**src/rtl/regfile_scheduler_pkg.sv**
```systemverilog
// Shared types and widths for the register-file read/writeback scheduler.
package regfile_scheduler_pkg;

  localparam int REG_ADDR_W = 3;
  localparam int REG_DATA_W = 16;

  // Last operation issued to the register file.
  typedef enum logic [1:0] {
    OP_IDLE  = 2'b00,
    OP_READ  = 2'b01,
    OP_WRITE = 2'b10
  } op_state_e;

  typedef struct packed {
    logic [REG_ADDR_W-1:0] addr;
    logic [REG_DATA_W-1:0] data;
  } wb_entry_t;

endpackage

```
**src/rtl/regfile_scheduler_if.sv**
```systemverilog
// Decode/writeback/regfile signal bundle seen by the scheduler.
interface regfile_scheduler_if
  import regfile_scheduler_pkg::*;
#(
  parameter int DEPTH = 4
);

  logic                    rd_req;
  logic [REG_ADDR_W-1:0]   rd_addr1;
  logic [REG_ADDR_W-1:0]   rd_addr2;
  logic                    rd_grant;
  logic                    rd_data_valid;

  logic                    wb_valid;
  logic [REG_ADDR_W-1:0]   wb_addr;
  logic [REG_DATA_W-1:0]   wb_data;
  logic                    wb_ready;

  logic                    rf_read_enable;
  logic                    rf_write_enable;
  logic [REG_ADDR_W-1:0]   rf_read_addr1;
  logic [REG_ADDR_W-1:0]   rf_read_addr2;
  logic [REG_ADDR_W-1:0]   rf_write_addr;
  logic [REG_DATA_W-1:0]   rf_write_data;
  logic [$clog2(DEPTH):0]  queue_count;

  modport master (
    output rd_req, rd_addr1, rd_addr2, wb_valid, wb_addr, wb_data,
    input  rd_grant, rd_data_valid, wb_ready, rf_read_enable, rf_write_enable,
           rf_read_addr1, rf_read_addr2, rf_write_addr, rf_write_data, queue_count
  );

  modport slave (
    input  rd_req, rd_addr1, rd_addr2, wb_valid, wb_addr, wb_data,
    output rd_grant, rd_data_valid, wb_ready, rf_read_enable, rf_write_enable,
           rf_read_addr1, rf_read_addr2, rf_write_addr, rf_write_data, queue_count
  );

endinterface

```
**src/rtl/wb_queue.sv**
```systemverilog
// Writeback FIFO: entry storage, wrap-around pointers, occupancy and
// per-entry address compare against the pending read operands.
module wb_queue
  import regfile_scheduler_pkg::*;
#(
  parameter int DEPTH = 4
) (
  input  logic                   clk,
  input  logic                   reset,
  input  logic                   i_push,
  input  logic                   i_pop,
  input  wb_entry_t              i_push_entry,
  input  logic [REG_ADDR_W-1:0]  i_cmp_addr1,
  input  logic [REG_ADDR_W-1:0]  i_cmp_addr2,
  output wb_entry_t              o_head,
  output logic [$clog2(DEPTH):0] o_count,
  output logic [DEPTH-1:0]       o_match
);

  localparam int PTR_W = $clog2(DEPTH);

  wb_entry_t          r_mem [DEPTH];
  logic [DEPTH-1:0]   r_valid;
  logic [PTR_W-1:0]   r_wr_ptr;
  logic [PTR_W-1:0]   r_rd_ptr;
  logic [PTR_W:0]     r_count;

  // NOTE: the storage array has no reset; r_valid qualifies every use of it,
  // so clearing the valid bits is enough to empty the queue.
  always_ff @(posedge clk) begin
    if (i_push) r_mem[r_wr_ptr] <= i_push_entry;
  end

  // Pointers wrap naturally because DEPTH is a power of two.
  always_ff @(posedge clk or negedge reset) begin
    if (!reset) begin
      r_valid  <= '0;
      r_wr_ptr <= '0;
      r_rd_ptr <= '0;
      r_count  <= '0;
    end else begin
      if (i_pop) begin
        r_valid[r_rd_ptr] <= 1'b0;
        r_rd_ptr          <= r_rd_ptr + 1'b1;
      end
      if (i_push) begin
        r_valid[r_wr_ptr] <= 1'b1;
        r_wr_ptr          <= r_wr_ptr + 1'b1;
      end
      case ({i_push, i_pop})
        2'b10:   r_count <= r_count + 1'b1;
        2'b01:   r_count <= r_count - 1'b1;
        default: r_count <= r_count;
      endcase
    end
  end

  always_comb begin
    o_match = '0;
    for (int i = 0; i < DEPTH; i++) begin
      o_match[i] = r_valid[i] &&
                   ((r_mem[i].addr == i_cmp_addr1) || (r_mem[i].addr == i_cmp_addr2));
    end
  end

  assign o_head  = r_mem[r_rd_ptr];
  assign o_count = r_count;

endmodule

```
**src/rtl/regfile_scheduler.sv**
```systemverilog
// Arbitrates the single regfile port between decode reads and queued
// writebacks, withholding reads that would bypass a pending write (RAW).
module regfile_scheduler
  import regfile_scheduler_pkg::*;
#(
  parameter int DEPTH           = 4,
  parameter int MAX_READ_STREAK = 3
) (
  input  logic                 clk,
  input  logic                 reset,
  regfile_scheduler_if.slave   bus
);

  localparam int CNT_W    = $clog2(DEPTH) + 1;
  localparam int STREAK_W = $clog2(MAX_READ_STREAK + 1);
  localparam logic [CNT_W-1:0]    FULL_CNT   = CNT_W'(DEPTH);
  localparam logic [STREAK_W-1:0] STREAK_MAX = STREAK_W'(MAX_READ_STREAK);

  op_state_e               r_state;
  op_state_e               w_next_state;
  logic [STREAK_W-1:0]     r_streak;
  logic [STREAK_W-1:0]     w_next_streak;
  logic                    r_rd_data_valid;
  logic [REG_ADDR_W-1:0]   r_rd_addr1;
  logic [REG_ADDR_W-1:0]   r_rd_addr2;
  logic [REG_ADDR_W-1:0]   r_wr_addr;
  logic [REG_DATA_W-1:0]   r_wr_data;

  wb_entry_t               w_push_entry;
  wb_entry_t               w_head;
  logic [CNT_W-1:0]        w_count;
  logic [DEPTH-1:0]        w_match;
  logic                    w_full;
  logic                    w_empty;
  logic                    w_push;
  logic                    w_pop;
  logic                    w_push_hit;
  logic                    w_hazard;

  assign w_full       = (w_count == FULL_CNT);
  assign w_empty      = (w_count == '0);
  assign w_push       = bus.wb_valid && !w_full;
  assign w_pop        = (w_next_state == OP_WRITE);
  assign w_push_entry = '{addr: bus.wb_addr, data: bus.wb_data};

  // A push landing this cycle is not yet in the queue but still blocks the read.
  assign w_push_hit = w_push &&
                      ((bus.wb_addr == bus.rd_addr1) || (bus.wb_addr == bus.rd_addr2));
  assign w_hazard   = bus.rd_req && ((|w_match) || w_push_hit);

  wb_queue #(
    .DEPTH (DEPTH)
  ) u_wb_queue (
    .clk          (clk),
    .reset        (reset),
    .i_push       (w_push),
    .i_pop        (w_pop),
    .i_push_entry (w_push_entry),
    .i_cmp_addr1  (bus.rd_addr1),
    .i_cmp_addr2  (bus.rd_addr2),
    .o_head       (w_head),
    .o_count      (w_count),
    .o_match      (w_match)
  );

  // NOTE: every signal written here gets a default first, so no path leaves
  // it unassigned and no latch is inferred.
  always_comb begin
    w_next_state = OP_IDLE;
    if (w_full) begin
      w_next_state = OP_WRITE;
    end else if (!w_empty && (r_streak == STREAK_MAX)) begin
      w_next_state = OP_WRITE;
    end else if (w_hazard) begin
      w_next_state = w_empty ? OP_IDLE : OP_WRITE;
    end else if (bus.rd_req) begin
      w_next_state = OP_READ;
    end else if (!w_empty) begin
      w_next_state = OP_WRITE;
    end
  end

  // Streak only counts reads that kept a non-empty queue waiting.
  always_comb begin
    w_next_streak = r_streak;
    if (w_pop || w_empty) begin
      w_next_streak = '0;
    end else if ((w_next_state == OP_READ) && (r_streak != STREAK_MAX)) begin
      w_next_streak = r_streak + 1'b1;
    end
  end

  // NOTE: sequential state uses non-blocking assignments so every flop samples
  // pre-edge values regardless of statement order.
  always_ff @(posedge clk or negedge reset) begin
    if (!reset) begin
      r_state         <= OP_IDLE;
      r_streak        <= '0;
      r_rd_data_valid <= 1'b0;
      r_rd_addr1      <= '0;
      r_rd_addr2      <= '0;
      r_wr_addr       <= '0;
      r_wr_data       <= '0;
    end else begin
      r_state         <= w_next_state;
      r_streak        <= w_next_streak;
      r_rd_data_valid <= (r_state == OP_READ);
      r_rd_addr1      <= (w_next_state == OP_READ) ? bus.rd_addr1 : '0;
      r_rd_addr2      <= (w_next_state == OP_READ) ? bus.rd_addr2 : '0;
      r_wr_addr       <= w_pop ? w_head.addr : '0;
      r_wr_data       <= w_pop ? w_head.data : '0;
    end
  end

  assign bus.rf_read_enable  = (r_state == OP_READ);
  assign bus.rf_write_enable = (r_state == OP_WRITE);
  assign bus.rd_grant        = (r_state == OP_READ);
  assign bus.rd_data_valid   = r_rd_data_valid;
  assign bus.rf_read_addr1   = r_rd_addr1;
  assign bus.rf_read_addr2   = r_rd_addr2;
  assign bus.rf_write_addr   = r_wr_addr;
  assign bus.rf_write_data   = r_wr_data;
  assign bus.wb_ready        = !w_full;
  assign bus.queue_count     = w_count;

endmodule

```
**src/flat_wrapper.sv**
```systemverilog
// flat-port wrapper written by rule: the top's interface ports become plain ports
module regfile_scheduler_flat import regfile_scheduler_pkg::*;
#(
  parameter int DEPTH           = 4,
  parameter int MAX_READ_STREAK = 3
)
  (clk, reset, bus_rd_req, bus_rd_addr1, bus_rd_addr2, bus_wb_valid, bus_wb_addr, bus_wb_data, bus_rd_grant, bus_rd_data_valid, bus_wb_ready, bus_rf_read_enable, bus_rf_write_enable, bus_rf_read_addr1, bus_rf_read_addr2, bus_rf_write_addr, bus_rf_write_data, bus_queue_count);
  regfile_scheduler_if #(.DEPTH(DEPTH)) bus_i ();
  input  logic clk;
  input  logic reset;
  input wire logic [$bits(bus_i.rd_req)-1:0] bus_rd_req;
  input wire logic [$bits(bus_i.rd_addr1)-1:0] bus_rd_addr1;
  input wire logic [$bits(bus_i.rd_addr2)-1:0] bus_rd_addr2;
  input wire logic [$bits(bus_i.wb_valid)-1:0] bus_wb_valid;
  input wire logic [$bits(bus_i.wb_addr)-1:0] bus_wb_addr;
  input wire logic [$bits(bus_i.wb_data)-1:0] bus_wb_data;
  output wire logic [$bits(bus_i.rd_grant)-1:0] bus_rd_grant;
  output wire logic [$bits(bus_i.rd_data_valid)-1:0] bus_rd_data_valid;
  output wire logic [$bits(bus_i.wb_ready)-1:0] bus_wb_ready;
  output wire logic [$bits(bus_i.rf_read_enable)-1:0] bus_rf_read_enable;
  output wire logic [$bits(bus_i.rf_write_enable)-1:0] bus_rf_write_enable;
  output wire logic [$bits(bus_i.rf_read_addr1)-1:0] bus_rf_read_addr1;
  output wire logic [$bits(bus_i.rf_read_addr2)-1:0] bus_rf_read_addr2;
  output wire logic [$bits(bus_i.rf_write_addr)-1:0] bus_rf_write_addr;
  output wire logic [$bits(bus_i.rf_write_data)-1:0] bus_rf_write_data;
  output wire logic [$bits(bus_i.queue_count)-1:0] bus_queue_count;
  assign bus_i.rd_req = bus_rd_req;
  assign bus_i.rd_addr1 = bus_rd_addr1;
  assign bus_i.rd_addr2 = bus_rd_addr2;
  assign bus_i.wb_valid = bus_wb_valid;
  assign bus_i.wb_addr = bus_wb_addr;
  assign bus_i.wb_data = bus_wb_data;
  assign bus_rd_grant = bus_i.rd_grant;
  assign bus_rd_data_valid = bus_i.rd_data_valid;
  assign bus_wb_ready = bus_i.wb_ready;
  assign bus_rf_read_enable = bus_i.rf_read_enable;
  assign bus_rf_write_enable = bus_i.rf_write_enable;
  assign bus_rf_read_addr1 = bus_i.rf_read_addr1;
  assign bus_rf_read_addr2 = bus_i.rf_read_addr2;
  assign bus_rf_write_addr = bus_i.rf_write_addr;
  assign bus_rf_write_data = bus_i.rf_write_data;
  assign bus_queue_count = bus_i.queue_count;
  regfile_scheduler #(.DEPTH(DEPTH), .MAX_READ_STREAK(MAX_READ_STREAK)) u_core (.clk(clk), .reset(reset), .bus(bus_i));
endmodule
```
**config.mk**
```make
export PLATFORM = sky130hd
export DESIGN_NAME = regfile_scheduler_flat
export DESIGN_NICKNAME = d
export VERILOG_FILES = /design/src/rtl/regfile_scheduler_pkg.sv /design/src/rtl/regfile_scheduler_if.sv /design/src/rtl/wb_queue.sv /design/src/rtl/regfile_scheduler.sv /design/src/flat_wrapper.sv
export SDC_FILE = /design/constraint.sdc
export NUM_CORES = 1
export LEC_CHECK = 0
export ABC_AREA = 1
export ABC_CLOCK_PERIOD_IN_PS = 4830
export CAP_MARGIN = 15
export CORE_ASPECT_RATIO = 0.8
export CORE_MARGIN = 2
export CORE_UTILIZATION = 30
export CTS_CLUSTER_DIAMETER = 200
export DETAILED_ROUTE_END_ITERATION = 10
export PLACE_DENSITY = 0.54
export SLEW_MARGIN = 20
export SYNTH_ARGS = -nofsm -noshare
export SYNTH_HDL_FRONTEND = slang
export SYNTH_HIERARCHICAL = 1
export SYNTH_SLANG_ARGS = --single-unit
export TNS_END_PERCENT = 20
```
**constraint.sdc**
```tcl
create_clock -name clk -period 4.83 [get_ports clk]
set_input_delay 1.2075 -clock clk [delete_from_list [all_inputs] [get_ports clk]]
set_output_delay 1.2075 -clock clk [all_outputs]
set_load 0.02 [all_outputs]
```
==> flow_summary_export.csv <==
group,metric,value,unit
route,viasPerCell,4.30,
layout,syn2layout_area_growth,28.0,%
synthesis,synthCells,454,
run,maxCapViolCount,0,
cts,ctsRootBufferMaster,"clkbuf_16",
synthesis,synth_top_area_cell,"edfxtp_1",
route,via_count,3236,
floorplan,dieArea,17700,um2
cts,cts_buffers,17,
worst_setup_path,crit_chain,"clkdlybuf4s50_1 > inv_1 > nand2_1 > nand2_1 > nand3_1 > a21oi_1 > nor2_1 > nand2_1 > nor3_2 > nand3_4 > nand2_4 > inv_1 > ha_1 > fa_1 > a21oi_1 > o21ai_0 > xnor2_1",
floorplan,die_w,148,um
floorplan,core.rowCount,42,
power,max-vdd-ir-drop,0.287,mV
synthesis,syn_area,5000,um2
layout,multiInputGateArea,1330,um2
sta,tightest_slew,1.00,ns
cts,cts_tree,"done",
worst_setup_path,critPathLaunchType,"input pin",
synthesis,yosysMostFrequentCell,"edfxtp_1",
floorplan,start_util,30.4,%
synthesis,synth-seq-cells,117,
sta,post-route-period-util,78.1,%
sta,rsz0062_at_grt,"false",
placed_design,place_hpwl,6.94,mm
run_status,outcome,"completed",
global_routing,track_usage,13.4,%
cts,htree_levels,4,
cts,clk_pin_slew_worst_paths,0.05,ns
floorplan,core,16400,um2
cts,postCtsHoldBufs,0,
power,power,4180,uW
floorplan,ioPinCount,62,
worst_setup_path,crit_family,"buffers and inverters",
synthesis,yosys.cell_types.count,29,
sta,slew_viol_final,0,
layout,num_antenna_cells,0,
global_routing,grt_max_degree,43,
route,antenna_left,0,
sta,finalSetupViolCount,0,
route,drc_errors,0,
min_path,hold_path.class,"reg2reg",
synthesis,yosysTopAreaCellShare,45.6,%
synthesis,yosys-top-cells-count,"edfxtp_1 (76), nand2_1 (74), inv_1 (63)",
worst_setup_path,path_max_fanout,8,
cts,cts_setup_buffers,0,
cts,ctsResizeCount,0,
layout,ff_latch_area,3310,um2
synthesis,synthTopCellsByArea,"edfxtp_1 (46%), dfrtp_1 (21%), nand2_1 (5.6%)",
sta,hold_violations,0,
route,dr.pass1.iters,4,
synthesis,ys_seq_area_share,66.1,%
cts,clock_latency,0.41,ns
worst_setup_path,crit_path_end_kind,"register",
power,power_density,653,nW/um2
layout,final_nets,559,
sta,setup_tns,0,ns
worst_setup_path,cpMostUsedCell,"nand2_1",
layout,drive_above_1_share,8.83,%
layout,stdcell_area,6400,um2
route,wl_per_cell,14.6,um
global_routing,grt_pass1_wl,17.6,mm
power,p_leak,0.00270,uW
route,drt_iter0_drc,200,
global_routing,grt_pass1_vias,3304,
placed_design,io_buffers,61,
route,totalWireLength,11.0,mm
placed_design,place_area,5780,um2
worst_setup_path,crit_type,"in2reg",
sta,clock-skew-final,0.00734,ns
worst_setup_path,critPathMaxStageDelay,0.67,ns
layout,fillers,1579,
sta,slew_headroom,33.1,%
worst_setup_path,cp_slowest_cell,"clkdlybuf4s50_1",
global_routing,antenna_found_initial,0,
synthesis,ys_warn_count,6,
synthesis,synth_edf_count,76,
synthesis,ys.flop_type,"edfxtp_1",
worst_setup_path,worstPathRequired,5.12,ns
cts,clock_path_buffers,2,
placed_design,place_congestion,0.843,
sta,period_needed,3.77,ns
worst_setup_path,cp_data_arrival_time,4.06,ns
sta,clock.fmax,265,MHz
global_routing,grt_overflow,0,
floorplan,die_h,120,um
layout,fin_util,38.9,%
cts,clock-sinks,117,
worst_setup_path,cp_num_buf_inv,3,
synthesis,async_flop_share,35.0,%
synthesis,syn-num-nets,494,
synthesis,syn_area_per_cell,11.0,um2
-- logic make-up (layout without fill, tap and decap cells) --
logic type | after synthesis | after routing | share of synthesized area, %
simple gates | 157 | 157 | 13.1
flops | 117 | 117 | 66.1
buf+inv | 83 | 161 | 7.33
xor+xnor | 17 | 17 | 2.98
fa+ha+maj | 11 | 11 | 2.90
compound gates | 68 | 68 | 7.38
mux | 1 | 1 | 0.225
-- registers in the layout (all words and copies together) (netlist names) --
signal / cells
u_core/u_wb_queue/r_mem: 76
u_core/bus.rd_data_valid: 1
u_core/u_wb_queue/o_count: 3
u_core/bus.rf_read_addr2: 3
u_core/u_wb_queue/r_valid: 4
u_core/bus.rf_read_addr1: 3
u_core/r_state: 2
u_core/bus.rf_write_addr: 3
u_core/u_wb_queue/r_rd_ptr: 2
u_core/u_wb_queue/r_wr_ptr: 2
u_core/bus.rf_write_data: 16
u_core/r_streak: 2
-- layout by cell type, fill, tap and decap left out, drive strengths merged, types with 11 or more instances in the layout --
cell type	synthesis	final
edfxtp	76	76
nand2	76	76
inv	66	66
nor2	66	66
clkdlybuf4s50	0	60
dfrtp	41	41
o21ai	39	39
clkbuf	4	22
o22ai	17	17
xnor2	15	15
a21oi	12	12
nand3	11	11
-- cell type report --
cell class / count / share of cell area [%]
timing repair buffer: 63 / 9.73
sequential: 117 / 51.7
clock inverter: 10 / 2.38
inverter: 66 / 3.91
tap: 220 / 4.30
clock buffer: 22 / 7.25
multi-input combinational: 254 / 20.8
-- final timing paths --
check | startpoint | slack [ns] | cells after the start | endpoint
worst min register to register | u_core/r_state[1]$_DFF_PN0_ | 0.45 | 1 | u_core/bus.rd_data_valid$_DFF_PN0_
worst max-delay path | bus_rd_addr2[1] | 1.06 | 17 | u_core/u_wb_queue/o_count[2]$_DFFE_PN0P_
worst min-delay path | u_core/r_state[1]$_DFF_PN0_ | 0.45 | 1 | u_core/bus.rd_data_valid$_DFF_PN0_
max in group asynchronous | reset | 3.63 | 1 | u_core/u_wb_queue/r_rd_ptr[0]$_DFFE_PN0P_
min in group asynchronous | reset | 0.79 | 1 | u_core/bus.rf_write_addr[0]$_DFF_PN0_
worst max register to register | u_core/u_wb_queue/r_mem[3][17]$_DFFE_PP_ | 2.07 | 14 | u_core/u_wb_queue/o_count[2]$_DFFE_PN0P_
-- per-layer routing --
metal	routed length, um	track usage [%]
met4	247	6.61
met2	5000	20.3
met1	5320	17.9
met3	435	3.31
met5	0	0
-- power by group --
group	switching, uW	internal [uW]
registers	149	1370
logic	844	515
clock network	420	885
total	1410	2770
-- metrics by stage --
stage | hold WS [ns] | instances | setup slack [ns]
6_report | 0.450 | 752 | 1.06
2_1_floorplan | 0.416 | 454 | 1.44
4_1_cts | 0.456 | 752 | 1.06
3_5_place_dp | 0.437 | 720 | 0.639
3_3_place_gp | 0.425 | 720 | 0.741
5_1_grt | 0.479 | 752 | 0.764
No activity file was read; power rests on OpenSTA's default activity.
